### src/rtl/bram_rd_port_arbiter.sv
// Round-robin arbiter sharing one BRAM read port among NUM_REQ requesters,
// with per-requester burst lock and read-data return tagged to the issuer.
//
// Ports: clk, rst_n (async, active-low), clear (sync flush),
//   req/lock/addr per requester, gnt (registered one-hot),
//   rd_valid/rd_data return path, bram_rd_en/addr/data BRAM side, busy.
module bram_rd_port_arbiter #(
  parameter int NUM_REQ    = 3,
  parameter int ADDR_WIDTH = 14,
  parameter int DATA_WIDTH = 32,
  parameter int RD_LATENCY = 1
) (
  input  logic                          clk,
  input  logic                          rst_n,
  input  logic                          clear,
  input  logic [NUM_REQ-1:0]            req,
  input  logic [NUM_REQ-1:0]            lock,
  input  logic [NUM_REQ*ADDR_WIDTH-1:0] addr,
  output logic [NUM_REQ-1:0]            gnt,
  output logic [NUM_REQ-1:0]            rd_valid,
  output logic [DATA_WIDTH-1:0]         rd_data,
  output logic                          bram_rd_en,
  output logic [ADDR_WIDTH-1:0]         bram_rd_addr,
  input  logic [DATA_WIDTH-1:0]         bram_rd_data,
  output logic                          busy
);

  localparam int IW = (NUM_REQ > 1) ? $clog2(NUM_REQ) : 1;

  typedef enum logic {
    IDLE,
    LOCKED
  } state_t;

  state_t                               state;
  logic [IW-1:0]                        rr_ptr;
  logic [IW-1:0]                        gidx;
  logic [IW-1:0]                        ptr_nxt;
  logic [NUM_REQ-1:0]                   xfer_vec;
  logic [NUM_REQ-1:0]                   arb_gnt;
  logic                                 xfer;
  logic                                 lock_sel;
  logic [RD_LATENCY-1:0][NUM_REQ-1:0]   tag_q;

  always_comb begin
    gidx = '0;
    for (int i = 0; i < NUM_REQ; i++) begin
      if (gnt[i]) gidx = IW'(i);
    end
  end

  assign xfer_vec = gnt & req;
  assign xfer     = |xfer_vec;
  assign lock_sel = |(gnt & lock);

  // Pointer used for the next arbitration: advances past the
  // requester that transferred this cycle so grants rotate
  // without a bubble.
  assign ptr_nxt = !xfer ? rr_ptr :
                   (gidx == IW'(NUM_REQ - 1)) ? '0 :
                   gidx + IW'(1);

  always_comb begin
    int  idx;
    logic hit;
    idx     = 0;
    hit     = 1'b0;
    arb_gnt = '0;
    for (int k = 0; k < NUM_REQ; k++) begin
      idx = int'(ptr_nxt) + k;
      if (idx >= NUM_REQ) idx = idx - NUM_REQ;
      if (!hit && req[idx]) begin
        arb_gnt[idx] = 1'b1;
        hit          = 1'b1;
      end
    end
  end

  always_comb begin
    bram_rd_addr = '0;
    for (int i = 0; i < NUM_REQ; i++) begin
      if (xfer_vec[i])
        bram_rd_addr = addr[i*ADDR_WIDTH +: ADDR_WIDTH];
    end
  end

  assign bram_rd_en = xfer;
  assign rd_data    = bram_rd_data;
  assign rd_valid   = tag_q[RD_LATENCY-1];
  assign busy       = (|gnt) | (|tag_q);

  always_ff @(posedge clk or negedge rst_n) begin
    if (!rst_n) begin
      state  <= IDLE;
      gnt    <= '0;
      rr_ptr <= '0;
      tag_q  <= '0;
    end else if (clear) begin
      // Flush wins over a same-cycle transfer; rr_ptr is kept.
      state <= IDLE;
      gnt   <= '0;
      tag_q <= '0;
    end else begin
      tag_q[0] <= xfer_vec;
      for (int k = 1; k < RD_LATENCY; k++) begin
        tag_q[k] <= tag_q[k-1];
      end
      if (xfer) rr_ptr <= ptr_nxt;
      unique case (state)
        IDLE: begin
          if (xfer && lock_sel) state <= LOCKED;
          else                  gnt   <= arb_gnt;
        end
        LOCKED: begin
          if (!(xfer && lock_sel)) begin
            state <= IDLE;
            gnt   <= arb_gnt;
          end
        end
      endcase
    end
  end

endmodule

### config.mk
export PLATFORM = sky130hd
export DESIGN_NAME = bram_rd_port_arbiter
export DESIGN_NICKNAME = d
export VERILOG_FILES = /design/src/rtl/bram_rd_port_arbiter.sv
export SDC_FILE = /design/constraint.sdc
export NUM_CORES = 1
export LEC_CHECK = 0
export ABC_AREA = 0
export BUFFER_PORTS_ARGS = -buffer_cell sky130_fd_sc_hd__buf_2
export CAP_MARGIN = 15
export CORE_UTILIZATION = 35
export DETAILED_ROUTE_END_ITERATION = 8
export PLACE_DENSITY_LB_ADDON = 0.12
export SLEW_MARGIN = 20
export SYNTH_ARGS = -nofsm -noshare
export SYNTH_HDL_FRONTEND = slang
export SYNTH_SLANG_ARGS = --single-unit
### constraint.sdc
create_clock -name clk -period 5.2 [get_ports clk]
set_input_delay 1.04 -clock clk [delete_from_list [all_inputs] [get_ports clk]]
set_output_delay 1.04 -clock clk [all_outputs]
set_load 0.01 [all_outputs]
==> metrics.cfg <==
[status]
run_status=finished with violations
violated_checks=DRC

[worst_setup_path]
crit_path_max_incr_delay_ns=0.72
critical_path_s_top_delay_family=simple AND/OR/NAND/NOR gates
crit_chain=buf_2, and2_2, nor2_1, a22oi_1, o21ai_0, buf_2
worst-endpoint-required_ns=4.16
worst_setup_path_start_kind=primary input
worst-path-buf-inv=2
path_max_fanout=16
endpoint_kind=output pin
path_common_cell=sky130_fd_sc_hd__buf_2
timing_worst_setup_path_type=in2out
worst-endpoint-arrival_ns=2.75
critical-path-slowest-cell=sky130_fd_sc_hd__nor2_1
flop2flop_setup_slack_ns=2.24

[final_layout]
nFillCells=310
sequential_cell_area_um2=200
final_design_area_no_fill_um2=1250
post_layout_nonfiller_instances=217
num_antenna_cells=0
nets=273
multiInputGateArea_um2=612
layout_cells_sized_above_1_pct=43.0
areaGrowthSynthToFinish_pct=14.2

[sta]
hold_viol_final=0
timing.final.crit_period_ns=3.79
finalSetupViolCount=0
worst_pin_slew_ns=0.880
slew-limit-headroom_pct=41.1
clock-skew-final_ns=0.00309
rsz_0062_raised_after_global_routing=no
maxSlewViolCount=0
tns_ns=0
achievable-frequency_mhz=264
fin_crit_sh_pct=72.9

[placement]
portBuffers=72
gp_congestion=0.856
place_hpwl_um=2720
dpl_cell_area_um2=1230
placed_cells=214

[global_routing]
initial_antenna_violation_count=0
grt.overflow.total=0
grt_first_pass_wirelength_um=5330
first_global_vias=1163
grtUsageTotal_pct=20.3
grt_start_max_net_pins=30

[floorplanning]
placeableCoreArea_um2=2850
placement_rows=19
fp.dieH_um=57.9
die-width_um=57.9
ports=137
initial_standard_cell_utilization_of_the_core_pct=38.3
die_area_um2=3350

[clock_network]
cts.htree.levels=1
cts.repair.resized=0
numCtsBuffers=3
cts-hold-fix-buffers=0
insertion_delay_ns=0.25
cts_setup_buffers=0
clk_pin_slew_ns=0.05
tritoncts_clock_tree=yes
clock-root-buffer=sky130_fd_sc_hd__clkbuf_4
clock-sinks=8
clock_path_buffers=2

[routing]
top_layer_used=met4
drt_pre_antenna_iters=9
dr_wl_met3_um=352
detail_route.wirelength_um=3370
via_count=1222
drc_errors=9
met2WireLength_um=1760
post_drt_via_cell_ratio=5.63
routedLengthMet1_um=1190
initialDrtViolationCount=83
drt-wirelength-per-cell_um=15.5
drtAntennaViolNets=0

[pwr]
p_int_w=0.000285
finalPower_w=0.000578
power.net_switching_w=0.000293
switching_part_of_the_total_power_pct=50.6
worst_ir_drop_vdd_uv=133
clockPowerShare_pct=8.0
cellLeakagePower_nw=0.625
seq_power_share_pct=19.7
power_density_nw_per_um2=463
comb_power_share_pct=72.3

[hold_path]
hold_class=reg2reg

[synth]
post-synth-top-area-cell=sky130_fd_sc_hd__buf_4
synth_edf_count=0
netlist_instances=150
most_common_cell_in_the_synthesized_netlist=sky130_fd_sc_hd__buf_4
synth_top_cells_by_count=32 x sky130_fd_sc_hd__buf_4, 23 x sky130_fd_sc_hd__nand2_1, 18 x sky130_fd_sc_hd__o21ai_0
post_synth_instance_area_um2=1090
synthDistinctLibCells=35
post_synthesis_mean_instance_area_um2=7.29
yosysWarnings=0
synth_nets=235
synthArstFlopShare_pct=100
synthDominantCellAreaShare_pct=22.0
ys_dominant_reg_cell=sky130_fd_sc_hd__dfrtp_1
largest_cells_by_area_after_synthesis=sky130_fd_sc_hd__buf_4 22%, sky130_fd_sc_hd__dfrtp_1 18%, sky130_fd_sc_hd__a22oi_1 10%
yosys_register_bits=8
seq_area_frac_synth_pct=18.3

[run]
max_cap_violations=0

[cells in the final DEF, fill, tap and decap left out, types with 2 or more instances in the layout]
cell type and instances:
sky130_fd_sc_hd__ha_1 2, sky130_fd_sc_hd__mux2i_1 3, sky130_fd_sc_hd__nor2_1 6, sky130_fd_sc_hd__clkbuf_4 3
sky130_fd_sc_hd__a21oi_1 3, sky130_fd_sc_hd__nand2b_1 4, sky130_fd_sc_hd__o21ai_0 18, sky130_fd_sc_hd__nand2_1 23
sky130_fd_sc_hd__nor2b_1 2, sky130_fd_sc_hd__o2111ai_1 2, sky130_fd_sc_hd__a22oi_1 15, sky130_fd_sc_hd__inv_1 4
sky130_fd_sc_hd__dfrtp_1 8, sky130_fd_sc_hd__buf_2 72
[cell type report]
| cell class | count | area share, % |
|---|---|---|
| multi-input cells | 99 | 49.0 |
| repair buffers | 72 | 28.9 |
| flip-flops and latches | 8 | 16.0 |
| well taps | 31 | 3.11 |
| clock buffers | 3 | 1.80 |
| inverters | 4 | 1.20 |
[metal layers]
layer	vias to the layer above	global-route usage, %
met1	537	22.4
met2	95	37.6
met5	-	0
met4	0	10.2
li1	580	-
met3	10	2.90
[worst paths after layout]
| path | start | endpoint | cells after the start |
|---|---|---|---|
| worst max-delay path | req[1] | bram_rd_addr[11] | 6 |
| worst min register to register | rr_ptr[1]$_DFFE_PN0P_ | rr_ptr[1]$_DFFE_PN0P_ | 2 |
| max in group asynchronous | rst_n | rd_valid[2]$_DFF_PN0_ | 1 |
| worst max register to register | gnt[1]$_DFFE_PN0P_ | gnt[0]$_DFFE_PN0P_ | 8 |
| min in group asynchronous | rst_n | rr_ptr[1]$_DFFE_PN0P_ | 1 |
| worst min-delay path | rr_ptr[1]$_DFFE_PN0P_ | rr_ptr[1]$_DFFE_PN0P_ | 2 |
[cell families after synthesis]
family	synth area share (%)
buffers and inverters	25.7
and+or+nand+nor	19.1
muxes	3.78
AOI/OAI and AO/OA	30.8
DFF	18.3
adders and majority gates	2.29
[worst reg2reg max path: stages, from the launching register on]
cell	delay [ns]
sky130_fd_sc_hd__dfrtp_1	0.46
sky130_fd_sc_hd__a222oi_1	0.78
sky130_fd_sc_hd__o21ai_0	0.31
sky130_fd_sc_hd__ha_1	0.36
sky130_fd_sc_hd__mux2i_1	0.12
sky130_fd_sc_hd__o21ai_0	0.27
sky130_fd_sc_hd__nand2b_1	0.16
sky130_fd_sc_hd__o2111ai_1	0.11
sky130_fd_sc_hd__a311oi_1	0.30
[state kept, by name, summed over array words and instances (netlist names)]
| name | cells |
|---|---|
| gnt | 3 |
| rr_ptr | 2 |
| rd_valid | 3 |
[power groups by stage]
stage	registers [W]	logic, W	clock network, W
after global placement	0.000115	0.000413	0
after CTS	0.000114	0.000416	0.0000491
after detailed placement	0.000115	0.000415	0
after global routing	0.000119	0.000470	0.0000524
final	0.000114	0.000418	0.0000460
after floorplan	0.000112	0.000302	0
[through the flow]
stage	utilization, %	setup slack [ns]	hold WS [ns]
floorplan	-	1.90	0.521
global placement	43.0	1.52	0.552
detailed placement	43.0	1.47	0.562
CTS	43.8	1.47	0.574
global route	43.8	1.20	0.620
finish	43.8	1.41	0.569
No activity file was read; power rests on OpenSTA's default activity.
